<file path="config.mk">
export PLATFORM = sky130hd
export DESIGN_NAME = i2c_reg_sequencer_flat
export DESIGN_NICKNAME = d
export VERILOG_FILES = /design/src/rtl/i2c_reg_sequencer_if.sv /design/src/rtl/i2c_reg_sequencer.sv /design/src/flat_wrapper.sv
export SDC_FILE = /design/constraint.sdc
export NUM_CORES = 1
export LEC_CHECK = 0
export BUFFER_PORTS_ARGS = -buffer_cell sky130_fd_sc_hd__buf_2
export CORE_MARGIN = 2
export CORE_UTILIZATION = 25
export CTS_CLUSTER_SIZE = 10
export DETAILED_ROUTE_END_ITERATION = 12
export GPL_TIMING_DRIVEN = 0
export SETUP_SLACK_MARGIN = 0.4
export SKIP_CTS_REPAIR_TIMING = 1
export SYNTH_ARGS = -nofsm -noshare
export SYNTH_HDL_FRONTEND = slang
export SYNTH_SLANG_ARGS = --single-unit
</file>
<file path="constraint.sdc">
create_clock -name clk -period 3.7 [get_ports clk]
set_input_delay 0.74 -clock clk [delete_from_list [all_inputs] [get_ports clk]]
set_output_delay 0.74 -clock clk [all_outputs]
set_load 0.05 [all_outputs]
</file>
<file path="src/rtl/i2c_reg_sequencer_if.sv">
// Host command/response and i2c_controller handshake bundle for i2c_reg_sequencer.
// slave = the sequencer; master = the host plus the byte-level controller it drives.
interface i2c_reg_sequencer_if;
    logic       cmd_valid;
    logic       cmd_ready;
    logic       cmd_rw;
    logic [6:0] cmd_dev_addr;
    logic [7:0] cmd_reg_addr;
    logic [7:0] cmd_wdata;
    logic       rsp_valid;
    logic [7:0] rsp_rdata;
    logic [1:0] rsp_err;
    logic       busy;

    logic [6:0] ctl_addr;
    logic       ctl_rw;
    logic       ctl_start;
    logic [7:0] ctl_data;
    logic       ctl_write_en;
    logic       ctl_read_en;
    logic       ctl_send_ack;
    logic       ctl_send_nack;
    logic       ctl_send_stop;
    logic [7:0] ctl_data_out;
    logic       ctl_ack;
    logic       ctl_nack;
    logic       ctl_ongoing;
    logic       ctl_idle;

    modport slave (
        input  cmd_valid, cmd_rw, cmd_dev_addr, cmd_reg_addr, cmd_wdata,
        output cmd_ready, rsp_valid, rsp_rdata, rsp_err, busy,
        output ctl_addr, ctl_rw, ctl_start, ctl_data, ctl_write_en, ctl_read_en,
        output ctl_send_ack, ctl_send_nack, ctl_send_stop,
        input  ctl_data_out, ctl_ack, ctl_nack, ctl_ongoing, ctl_idle
    );

    modport master (
        output cmd_valid, cmd_rw, cmd_dev_addr, cmd_reg_addr, cmd_wdata,
        input  cmd_ready, rsp_valid, rsp_rdata, rsp_err, busy,
        input  ctl_addr, ctl_rw, ctl_start, ctl_data, ctl_write_en, ctl_read_en,
        input  ctl_send_ack, ctl_send_nack, ctl_send_stop,
        output ctl_data_out, ctl_ack, ctl_nack, ctl_ongoing, ctl_idle
    );
endinterface

</file>
<file path="src/rtl/i2c_reg_sequencer.sv">
// Runs one 8-bit-register write or read per host command on top of the byte-level i2c_controller.
// Define I2C_SEQ_REPSTART_EN to use a repeated START (no STOP) between the reg_addr and read phases.
module i2c_reg_sequencer #(
    parameter int unsigned TIMEOUT_CYCLES = 200000,
    parameter int unsigned GUARD_CYCLES   = 2
) (
    input logic                clk,
    input logic                reset,
    i2c_reg_sequencer_if.slave bus
);

    localparam int unsigned TW = (TIMEOUT_CYCLES > 2) ? $clog2(TIMEOUT_CYCLES) : 1;
    localparam int unsigned GW = (GUARD_CYCLES > 0) ? $clog2(GUARD_CYCLES + 1) : 1;
    localparam logic [TW-1:0] T_LAST = TW'(TIMEOUT_CYCLES - 1);
    localparam logic [GW-1:0] G_LAST = GW'(GUARD_CYCLES);

    localparam logic [1:0] ERR_OK      = 2'd0;
    localparam logic [1:0] ERR_ADDR    = 2'd1;
    localparam logic [1:0] ERR_DATA    = 2'd2;
    localparam logic [1:0] ERR_TIMEOUT = 2'd3;

    typedef enum logic [3:0] {
        S_IDLE,
        S_START_ISSUE,
        S_START_WAIT,
        S_REG_ISSUE,
        S_REG_WAIT,
        S_DATA_ISSUE,
        S_DATA_WAIT,
        S_STOP_ISSUE,
        S_STOP_WAIT,
        S_RSTART_ISSUE,
        S_RSTART_WAIT,
        S_NACK_ISSUE,
        S_NACK_WAIT,
        S_DONE
    } state_t;

    state_t        state;
    logic [7:0]    reg_q;
    logic [7:0]    wdata_q;
    logic          rw_q;
    logic [1:0]    err_q;
    logic          restart_pending;
    logic [GW-1:0] guard_cnt;
    logic [TW-1:0] wait_cnt;

    logic          cmd_ready_q;
    logic          rsp_valid_q;
    logic [7:0]    rsp_rdata_q;
    logic [1:0]    rsp_err_q;
    logic [6:0]    ctl_addr_q;
    logic          ctl_rw_q;
    logic [7:0]    ctl_data_q;
    logic          ctl_start_q;
    logic          ctl_write_en_q;
    logic          ctl_send_nack_q;
    logic          ctl_send_stop_q;

    logic          guard_done;
    logic          stop_like;
    logic          wait_ready;
    logic          is_issue;

    assign bus.cmd_ready     = cmd_ready_q;
    assign bus.busy          = ~cmd_ready_q;
    assign bus.rsp_valid     = rsp_valid_q;
    assign bus.rsp_rdata     = rsp_rdata_q;
    assign bus.rsp_err       = rsp_err_q;
    assign bus.ctl_addr      = ctl_addr_q;
    assign bus.ctl_rw        = ctl_rw_q;
    assign bus.ctl_data      = ctl_data_q;
    assign bus.ctl_start     = ctl_start_q;
    assign bus.ctl_write_en  = ctl_write_en_q;
    assign bus.ctl_send_nack = ctl_send_nack_q;
    assign bus.ctl_send_stop = ctl_send_stop_q;
    assign bus.ctl_read_en   = 1'b0;
    assign bus.ctl_send_ack  = 1'b0;

    always_comb begin
        guard_done = (guard_cnt == G_LAST);
        // A STOP (explicit or the one following a master NACK) must also release the bus.
        stop_like  = (state == S_STOP_WAIT) || (state == S_NACK_WAIT);
        wait_ready = guard_done && bus.ctl_idle && !(stop_like && bus.ctl_ongoing);
        is_issue   = (state == S_START_ISSUE) || (state == S_REG_ISSUE) ||
                     (state == S_DATA_ISSUE) || (state == S_STOP_ISSUE) ||
                     (state == S_RSTART_ISSUE) || (state == S_NACK_ISSUE);
    end

    always_ff @(posedge clk) begin
        if (reset) begin
            state           <= S_IDLE;
            reg_q           <= 8'h00;
            wdata_q         <= 8'h00;
            rw_q            <= 1'b0;
            err_q           <= ERR_OK;
            restart_pending <= 1'b0;
            guard_cnt       <= '0;
            wait_cnt        <= '0;
            cmd_ready_q     <= 1'b1;
            rsp_valid_q     <= 1'b0;
            rsp_rdata_q     <= 8'h00;
            rsp_err_q       <= ERR_OK;
            ctl_addr_q      <= 7'h00;
            ctl_rw_q        <= 1'b0;
            ctl_data_q      <= 8'h00;
            ctl_start_q     <= 1'b0;
            ctl_write_en_q  <= 1'b0;
            ctl_send_nack_q <= 1'b0;
            ctl_send_stop_q <= 1'b0;
        end else begin
            ctl_start_q     <= 1'b0;
            ctl_write_en_q  <= 1'b0;
            ctl_send_nack_q <= 1'b0;
            ctl_send_stop_q <= 1'b0;
            rsp_valid_q     <= 1'b0;

            if (is_issue) begin
                guard_cnt <= '0;
                wait_cnt  <= '0;
            end

            case (state)
                S_IDLE: begin
                    if (bus.cmd_valid && cmd_ready_q) begin
                        reg_q           <= bus.cmd_reg_addr;
                        wdata_q         <= bus.cmd_wdata;
                        rw_q            <= bus.cmd_rw;
                        ctl_addr_q      <= bus.cmd_dev_addr;
                        ctl_data_q      <= bus.cmd_reg_addr;
                        ctl_rw_q        <= 1'b0;
                        err_q           <= ERR_OK;
                        restart_pending <= 1'b0;
                        rsp_rdata_q     <= 8'h00;
                        cmd_ready_q     <= 1'b0;
                        ctl_start_q     <= 1'b1;
                        state           <= S_START_ISSUE;
                    end
                end

                S_START_ISSUE:  state <= S_START_WAIT;
                S_REG_ISSUE:    state <= S_REG_WAIT;
                S_DATA_ISSUE:   state <= S_DATA_WAIT;
                S_STOP_ISSUE:   state <= S_STOP_WAIT;
                S_RSTART_ISSUE: state <= S_RSTART_WAIT;
                S_NACK_ISSUE:   state <= S_NACK_WAIT;

                S_START_WAIT, S_REG_WAIT, S_DATA_WAIT,
                S_STOP_WAIT, S_RSTART_WAIT, S_NACK_WAIT: begin
                    if (!guard_done) begin
                        guard_cnt <= guard_cnt + 1'b1;
                    end else if (wait_ready) begin
                        case (state)
                            S_START_WAIT: begin
                                if (bus.ctl_nack) begin
                                    err_q           <= ERR_ADDR;
                                    ctl_send_stop_q <= 1'b1;
                                    state           <= S_STOP_ISSUE;
                                end else begin
                                    ctl_data_q     <= reg_q;
                                    ctl_write_en_q <= 1'b1;
                                    state          <= S_REG_ISSUE;
                                end
                            end
                            S_REG_WAIT: begin
                                if (bus.ctl_nack) begin
                                    err_q           <= ERR_DATA;
                                    ctl_send_stop_q <= 1'b1;
                                    state           <= S_STOP_ISSUE;
                                end else if (!rw_q) begin
                                    ctl_data_q     <= wdata_q;
                                    ctl_write_en_q <= 1'b1;
                                    state          <= S_DATA_ISSUE;
                                end else begin
`ifdef I2C_SEQ_REPSTART_EN
                                    ctl_rw_q    <= 1'b1;
                                    ctl_start_q <= 1'b1;
                                    state       <= S_RSTART_ISSUE;
`else
                                    restart_pending <= 1'b1;
                                    ctl_send_stop_q <= 1'b1;
                                    state           <= S_STOP_ISSUE;
`endif
                                end
                            end
                            S_DATA_WAIT: begin
                                if (bus.ctl_nack) begin
                                    err_q <= ERR_DATA;
                                end
                                ctl_send_stop_q <= 1'b1;
                                state           <= S_STOP_ISSUE;
                            end
                            S_STOP_WAIT: begin
                                if (restart_pending) begin
                                    restart_pending <= 1'b0;
                                    ctl_rw_q        <= 1'b1;
                                    ctl_start_q     <= 1'b1;
                                    state           <= S_RSTART_ISSUE;
                                end else begin
                                    rsp_err_q   <= err_q;
                                    rsp_valid_q <= 1'b1;
                                    state       <= S_DONE;
                                end
                            end
                            S_RSTART_WAIT: begin
                                // The controller has already clocked in the data byte on address ack.
                                if (bus.ctl_nack) begin
                                    err_q           <= ERR_ADDR;
                                    ctl_send_stop_q <= 1'b1;
                                    state           <= S_STOP_ISSUE;
                                end else begin
                                    if (bus.ctl_ack) begin
                                        rsp_rdata_q <= bus.ctl_data_out;
                                    end
                                    ctl_send_nack_q <= 1'b1;
                                    state           <= S_NACK_ISSUE;
                                end
                            end
                            default: begin
                                rsp_err_q   <= err_q;
                                rsp_valid_q <= 1'b1;
                                state       <= S_DONE;
                            end
                        endcase
                    end else if (wait_cnt == T_LAST) begin
                        // Abandon without STOP; the controller is assumed wedged.
                        rsp_err_q   <= ERR_TIMEOUT;
                        rsp_valid_q <= 1'b1;
                        state       <= S_DONE;
                    end else begin
                        wait_cnt <= wait_cnt + 1'b1;
                    end
                end

                S_DONE: begin
                    cmd_ready_q <= 1'b1;
                    state       <= S_IDLE;
                end

                default: state <= S_IDLE;
            endcase
        end
    end

endmodule

</file>
<file path="src/flat_wrapper.sv">
// flat-port wrapper written by rule: the top's interface ports become plain ports
module i2c_reg_sequencer_flat 
#(
    parameter int unsigned TIMEOUT_CYCLES = 200000,
    parameter int unsigned GUARD_CYCLES   = 2
)
  (clk, reset, bus_cmd_valid, bus_cmd_rw, bus_cmd_dev_addr, bus_cmd_reg_addr, bus_cmd_wdata, bus_cmd_ready, bus_rsp_valid, bus_rsp_rdata, bus_rsp_err, bus_busy, bus_ctl_addr, bus_ctl_rw, bus_ctl_start, bus_ctl_data, bus_ctl_write_en, bus_ctl_read_en, bus_ctl_send_ack, bus_ctl_send_nack, bus_ctl_send_stop, bus_ctl_data_out, bus_ctl_ack, bus_ctl_nack, bus_ctl_ongoing, bus_ctl_idle);
  i2c_reg_sequencer_if bus_i ();
  input logic clk;
  input logic reset;
  input wire logic [$bits(bus_i.cmd_valid)-1:0] bus_cmd_valid;
  input wire logic [$bits(bus_i.cmd_rw)-1:0] bus_cmd_rw;
  input wire logic [$bits(bus_i.cmd_dev_addr)-1:0] bus_cmd_dev_addr;
  input wire logic [$bits(bus_i.cmd_reg_addr)-1:0] bus_cmd_reg_addr;
  input wire logic [$bits(bus_i.cmd_wdata)-1:0] bus_cmd_wdata;
  output wire logic [$bits(bus_i.cmd_ready)-1:0] bus_cmd_ready;
  output wire logic [$bits(bus_i.rsp_valid)-1:0] bus_rsp_valid;
  output wire logic [$bits(bus_i.rsp_rdata)-1:0] bus_rsp_rdata;
  output wire logic [$bits(bus_i.rsp_err)-1:0] bus_rsp_err;
  output wire logic [$bits(bus_i.busy)-1:0] bus_busy;
  output wire logic [$bits(bus_i.ctl_addr)-1:0] bus_ctl_addr;
  output wire logic [$bits(bus_i.ctl_rw)-1:0] bus_ctl_rw;
  output wire logic [$bits(bus_i.ctl_start)-1:0] bus_ctl_start;
  output wire logic [$bits(bus_i.ctl_data)-1:0] bus_ctl_data;
  output wire logic [$bits(bus_i.ctl_write_en)-1:0] bus_ctl_write_en;
  output wire logic [$bits(bus_i.ctl_read_en)-1:0] bus_ctl_read_en;
  output wire logic [$bits(bus_i.ctl_send_ack)-1:0] bus_ctl_send_ack;
  output wire logic [$bits(bus_i.ctl_send_nack)-1:0] bus_ctl_send_nack;
  output wire logic [$bits(bus_i.ctl_send_stop)-1:0] bus_ctl_send_stop;
  input wire logic [$bits(bus_i.ctl_data_out)-1:0] bus_ctl_data_out;
  input wire logic [$bits(bus_i.ctl_ack)-1:0] bus_ctl_ack;
  input wire logic [$bits(bus_i.ctl_nack)-1:0] bus_ctl_nack;
  input wire logic [$bits(bus_i.ctl_ongoing)-1:0] bus_ctl_ongoing;
  input wire logic [$bits(bus_i.ctl_idle)-1:0] bus_ctl_idle;
  assign bus_i.cmd_valid = bus_cmd_valid;
  assign bus_i.cmd_rw = bus_cmd_rw;
  assign bus_i.cmd_dev_addr = bus_cmd_dev_addr;
  assign bus_i.cmd_reg_addr = bus_cmd_reg_addr;
  assign bus_i.cmd_wdata = bus_cmd_wdata;
  assign bus_cmd_ready = bus_i.cmd_ready;
  assign bus_rsp_valid = bus_i.rsp_valid;
  assign bus_rsp_rdata = bus_i.rsp_rdata;
  assign bus_rsp_err = bus_i.rsp_err;
  assign bus_busy = bus_i.busy;
  assign bus_ctl_addr = bus_i.ctl_addr;
  assign bus_ctl_rw = bus_i.ctl_rw;
  assign bus_ctl_start = bus_i.ctl_start;
  assign bus_ctl_data = bus_i.ctl_data;
  assign bus_ctl_write_en = bus_i.ctl_write_en;
  assign bus_ctl_read_en = bus_i.ctl_read_en;
  assign bus_ctl_send_ack = bus_i.ctl_send_ack;
  assign bus_ctl_send_nack = bus_i.ctl_send_nack;
  assign bus_ctl_send_stop = bus_i.ctl_send_stop;
  assign bus_i.ctl_data_out = bus_ctl_data_out;
  assign bus_i.ctl_ack = bus_ctl_ack;
  assign bus_i.ctl_nack = bus_ctl_nack;
  assign bus_i.ctl_ongoing = bus_ctl_ongoing;
  assign bus_i.ctl_idle = bus_ctl_idle;
  i2c_reg_sequencer #(.TIMEOUT_CYCLES(TIMEOUT_CYCLES), .GUARD_CYCLES(GUARD_CYCLES)) u_core (.clk(clk), .reset(reset), .bus(bus_i));
endmodule
</file>
# [After elaboration in Yosys (flattened, before gate mapping)]
# Index checks and enable logic that the tools add are counted.
[op_classes] addsub=2 multipliers=0 n_div=0 magnitude_cmp=0 eq_ne=35 shift=0 n_mux=76 bitwise_logic=5 reduce_logical=31
[ops] op="$mux 8" n=12
[ops] op="$mux 18" n=5
[ops] op="$pmux 8 s2" n=3
[ops] op="$pmux 4 s8" n=1
[ops] op="$eq 4x4->1 const B" n=6
[ops] op="$mux 2" n=12
[ops] op="$mux 4" n=6
[ops] op="$mux 1" n=23
[ops] op="$ne 3x3->1 const B" n=7
[ops] op="$reduce_and 7->1" n=3
[ops] op="$pmux 4 s5" n=1
[ops] op="$add 18x1->18 const B" n=1
[ops] op="$eq 18x18->1 const B" n=1
[ops] op="$eq 4x3->1 const B" n=4
[ops] op="$pmux 1 s2" n=7
[ops] op="$ne 2x1->1 const B" n=6
[ops] op="$pmux 2 s2" n=3
[ops] op="$ne 3x1->1 const B" n=3
[ops] op="$eq 4x2->1 const B" n=2
[ops] op="$reduce_and 8->1" n=1
[ops] op="$reduce_or 4->1" n=2
[ops] op="$logic_or 1x1->1" n=6
[ops] op="$mux 3" n=2
[ops] op="$ne 2x2->1 const B" n=3
[ops] op="18 further kinds" n=29
[word_totals] regBits=76 latchBits=0 mem_bits_rw=0 rom_bits=0 inputBits=39 output_inout_bits=35 word_cells=168 n_memories=0

# [Logic depth before layout (Yosys ltp)]
[logic_depth] ltp_word=11 ltp_mapped=8 ltp_nobuf=6

# [Least setup slack after synthesis]
# OpenSTA, ideal clock, no wires.
[synth_path] kind="input to register" from="input port bus_ctl_nack" to="register u_core.ctl_data_q[4] (netlist: u_core.bus.ctl_data[4])" setup_ns=0.116 t_arrival_ns=1.925 required_time_ns=3.584 path_slack_ns=1.659 path_stages=7 n_path_buf=2 path_cell_list="clkbuf_1 > o21a_1 > o22ai_1 > o2111ai_1 > buf_2 > nor3_1 > a31o_2"
[synth_between] elab_chain_cells=2 word_cells_on_any_way=3 cone_classes="eq/ne (2); reduce/logical (1)"
[synth_lines] item="start: declaration" line_no="flat_wrapper.sv:32" source="input wire logic [$bits(bus_i.ctl_nack)-1:0] bus_ctl_nack;"
[synth_lines] item="$ne 3x3->1 (no line)"
[synth_lines] item="$reduce_and 8->1 (no line) (*)"
[synth_lines] item="end signal: assignment" line_no="i2c_reg_sequencer.sv:130" source="ctl_data_q <= bus.cmd_reg_addr;"
[synth_lines] item="end signal: assignment" line_no="i2c_reg_sequencer.sv:160" source="ctl_data_q <= reg_q;"
[synth_lines] item="end signal: assignment" line_no="i2c_reg_sequencer.sv:171" source="ctl_data_q <= wdata_q;"
[synth_lines] item="end: declaration" line_no="i2c_reg_sequencer.sv:54" source="logic [7:0] ctl_data_q;"
# Mark *: on every way between the ends. The rest lies on a longest branch, timed or not.
# A chain may end at the register's enable or synchronous reset.

# [Worst setup path after layout]
[layout_path] from="register u_core.state[3]" to="register u_core.ctl_data_q[7] (netlist: u_core.bus.ctl_data[7])"
[layout_between] elab_chain_cells=7 word_cells_on_any_way=25 cone_classes="eq/ne (13); mux (4); reduce/logical (8)"
[layout_lines] item="start: declaration" line_no="i2c_reg_sequencer.sv:39" source="state_t state;"
[layout_lines] item="start signal: assignment" line_no="i2c_reg_sequencer.sv:92" source="state <= S_IDLE;"
[layout_lines] item="start signal: assignment" line_no="i2c_reg_sequencer.sv:137" source="state <= S_START_ISSUE;"
[layout_lines] item="start signal: assignment" line_no="i2c_reg_sequencer.sv:141" source="S_START_ISSUE: state <= S_START_WAIT;"
[layout_lines] item="$eq 4x4->1" line_no="i2c_reg_sequencer.sv:83, i2c_reg_sequencer.sv:123"
[layout_lines] item="$logic_or 1x1->1" line_no="i2c_reg_sequencer.sv:83" source="stop_like = (state == S_STOP_WAIT) || (state == S_NACK_WAIT);"
[layout_lines] item="$logic_and 1x1->1" line_no="i2c_reg_sequencer.sv:84" source="wait_ready = guard_done && bus.ctl_idle && !(stop_like && bus.ctl_ongoing);"
[layout_lines] item="$logic_not 1->1" line_no="i2c_reg_sequencer.sv:84"
[layout_lines] item="$logic_and 1x1->1" line_no="i2c_reg_sequencer.sv:84"
[layout_lines] item="$ne 2x1->1 (no line)"
[layout_lines] item="$reduce_and 8->1 (no line)"
# Several ways; a longest one is shown, not always the timed one. The select of a mux whose other input is x is not followed.

==> reports/results.tsv <==
stage	metric	value	unit
outcome	outcome	finished, final reports clean	
finish	antenna_cells	0	
worst_setup_path	reg2reg_from	u_core.state[3]	
floorplan	initial_core_util	0.2554	
floorplan	die_area	15780	um2
timing	fmax	445.4	MHz
run	maxCapViolCount	0	
yosys	synth-simple-area-share	0.2697	
routing	routed_via_density	5.254	
yosys	ys_ff_latch	76	
cts	clk_path_buf_depth	2	
finish	syn_to_final_growth	25.28	%
timing	slew_headroom	0.3335	
yosys	synth_edf_count	0	
floorplan	num_rows	44	
worst_setup_path	cp_slowest_cell	nor3_1	
finish	drive_above_1_share	0.2477	
yosys	synthCells	446	
yosys	syn_area	3697	um2
placed_design	gp_congestion	0.9182	
cts	cts_root_buf	clkbuf_16	
yosys	synth_top_area_cell	dfxtp_1	
worst_setup_path	r2r_end	u_core.bus.ctl_data[7]	
floorplan	io_pins	74	
grt	antenna_found_initial	0	
routing	drt-initial-drc-count	275	
timing	setup-violations-final	0	
yosys	yosys_warnings	0	
yosys	synth_common_cells	dfxtp_1 (76), nand2_1 (73), a21oi_1 (48), nor2_1 (21), clkbuf_1 (15)	
power_and_ir_drop	ir_drop	0.4712	mV
cts	cts_made_buffers	9	
routing	num_vias	3767	
routing	drtPass1Iterations	7	
yosys	yosysSeqAreaShare	0.4115	
timing	final.min_clock_period	2.245	ns
timing	finClkSkew	0.008126	ns
timing	rsz0062_at_grt	no	
yosys	synthAdderAreaFrac	0.003384	
hold_path	hold_end	u_core.bus.ctl_addr[4]	
finish	final_area	4632	um2
power_and_ir_drop	power.leakage	0.001844	uW
worst_setup_path	slowest_delay	0.80	ns
grt	grt_pass1_wl	18520	um
floorplan	core_area	14480	um2
timing	finalHoldViolations	0	
yosys	synth-xor-area-share	0.002369	
floorplan	die_w	125.6	um
timing	whs	0.4549	ns
worst_setup_path	cp_data_arrival_time	2.53	ns
yosys	syn_avg_cell_area	8.290	um2
timing	tns	0	ns
hold_path	hp-class	reg2reg	
worst_setup_path	cpMostUsedCell	nor3_1	
yosys	synth-main-ff-cell	dfxtp_1	
worst_setup_path	crit_type	reg2reg	
yosys	synth_compound_area_frac	0.2227	
floorplan	die_h	125.6	um
yosys	yosysMostFrequentCell	dfxtp_1	
yosys	synth_cell_types	66	
routing	ant_nets	0	
grt	grt_max_degree	14	
routing	drt_wl_total	11540	um
worst_setup_path	r2r_cells	6	
timing	finalCritPeriodShare	0.6068	
power_and_ir_drop	powerDensity	788.3	nW/um2
cts	clk_pin_slew	0.06	ns
placed_design	port_buffers	70	
hold_path	hold_depth	2	
worst_setup_path	path_cells	buf_4 > nand2b_1 > nor3_1 > a222oi_1 > nor3_1 > a31o_2	
placed_design	place_area	4282	um2
timing	slew_violations	0	
yosys	synth_area_leaders	dfxtp_1 (41%), nand2_1 (7.4%), a21oi_1 (6.5%), mux2i_1 (2.4%), or4_1 (2.2%)	
cts	htreeDepth	3	
yosys	synthArstFlopShare	0	
yosys	synth_top_family_by_area	simple AND/OR/NAND/NOR gates	
cts	clock_latency	0.34	ns
grt	grt_usage	0.1467	
worst_setup_path	end_kind	flip-flop	
cts	cts_tree	built	
worst_setup_path	cp_max_fo	10	
worst_setup_path	critPathLaunch	u_core.state[3]	
yosys	netlist.area_leader.share	0.4115	
cts	cts.sinks	76	
routing	wire_per_inst	16.10	um
finish	n_fill_cell	1514	
timing	worst_pin_slew	0.9921	ns
placed_design	dp_hpwl	8322	um
grt	grt_pass1_vias	3600	
yosys	muxShareOfSynthArea	0.03046	
finish	seqCellArea	1521	um2
worst_setup_path	reg2reg_slack	1.45	ns
hold_path	hold_path_startpoint	u_core.bus.ctl_addr[4]	
routing	drc	0	
worst_setup_path	required	3.98	ns
worst_setup_path	crit_path_start_kind	flip-flop	
grt	grt_overflow	0	
finish	nets	568	
finish	multiInputGateArea	1962	um2
[routing by layer]
layer  part of all wire  global-route usage  up-vias
li1                   -                   -     1821
met1               0.45              0.1924     1760
met2               0.46              0.2273      160
met3              0.066             0.04036       26
met4              0.026             0.06209        0
met5                  0                   0        -
[sequential cells by signal, indices dropped and copies added, names as in the netlist]
register                  count
u_core.bus.rsp_err            2
u_core.reg_q                  8
u_core.bus.ctl_start          1
u_core.bus.ctl_send_stop      1
u_core.bus.cmd_ready          1
u_core.bus.ctl_write_en       1
u_core.bus.ctl_rw             1
u_core.bus.ctl_data           8
u_core.state                  4
u_core.rw_q                   1
u_core.bus.ctl_addr           7
u_core.guard_cnt              2
u_core.bus.rsp_valid          1
u_core.bus.rsp_rdata          8
u_core.restart_pending        1
u_core.wait_cnt              18
u_core.bus.ctl_send_nack      1
u_core.err_q                  2
u_core.wdata_q                8
[power by group]
group | leakage (uW) | internal (uW) | switching (uW)
clock | 0.000169 | 677 | 360
combinational | 0.00106 | 460 | 1090
sequential | 0.000617 | 968 | 95.1
total | 0.00184 | 2100 | 1550
[area by class of cell]
class	count	share of cell area
clock buffer	10	0.05159
sequential	76	0.3285
timing repair buffer	70	0.07563
clock inverter	6	0.02404
inverter	10	0.008104
multi-input combinational	325	0.4236
buffer	36	0.03890
tap	184	0.04970
[placed cells by master, fill, tap and decap left out, types with 3 or more instances in the layout]
master	Yosys	layout
buf_2	11	81
dfxtp_1	76	76
nand2_1	73	73
a21oi_1	48	48
nor2_1	21	21
clkbuf_1	15	15
nand3_1	14	14
nor3_1	13	13
or4_1	11	11
o21ai_0	10	10
mux2i_1	9	9
a31o_2	9	9
inv_1	9	9
clkbuf_16	0	9
o31ai_1	8	8
nor4_1	7	7
nand4_1	7	7
a222oi_1	7	7
or3_1	6	6
or2_2	6	6
nand2b_1	6	6
buf_4	6	6
nor4b_1	6	6
a211oi_1	5	5
a41o_1	5	5
o21a_1	4	4
a31oi_1	3	3
o31a_1	3	3
o2111ai_1	3	3
bufinv_16	0	3
[worst max-delay path, delay by kind of cell (launching register included)]
kind | cells | cell delay, ns
DFF | 1 | 0.34
buffers and inverters | 1 | 0.17
and+or+nand+nor | 3 | 1.32
AOI/OAI and AO/OA | 2 | 0.36
[worst max path at each step]
stage | end | cells after the start
finish | u_core.bus.ctl_data[7] | 6
global route | u_core.bus.ctl_data[1] | 6
CTS | u_core.bus.ctl_data[7] | 6
detailed placement | u_core.bus.ctl_addr[1] | 5
global placement | u_core.bus.ctl_data[4] | 7
floorplan | u_core.bus.ctl_data[4] | 7
[logic make-up after synthesis]
logic type,count (synthesis)
DFF,76
AOI/OAI and AO/OA,121
muxes,11
adders and majority gates,1
xor gates and xnor gates,1
and+or+nand+nor,189
other,1
buffers and inverters,46
[through the flow]
step | utilization | power, uW | std cells | setup slack (ns)
finish | 0.3199 | 3652 | 717 | 1.455
global route | 0.3199 | 3857 | 717 | 1.241
CTS | 0.3199 | 3656 | 717 | 1.492
detailed placement | 0.2957 | 2610 | 701 | 1.178
global placement | 0.2957 | 2593 | 701 | 1.198
floorplan | - | 2194 | 447 | 1.659
(Power assumes the default switching activity.)
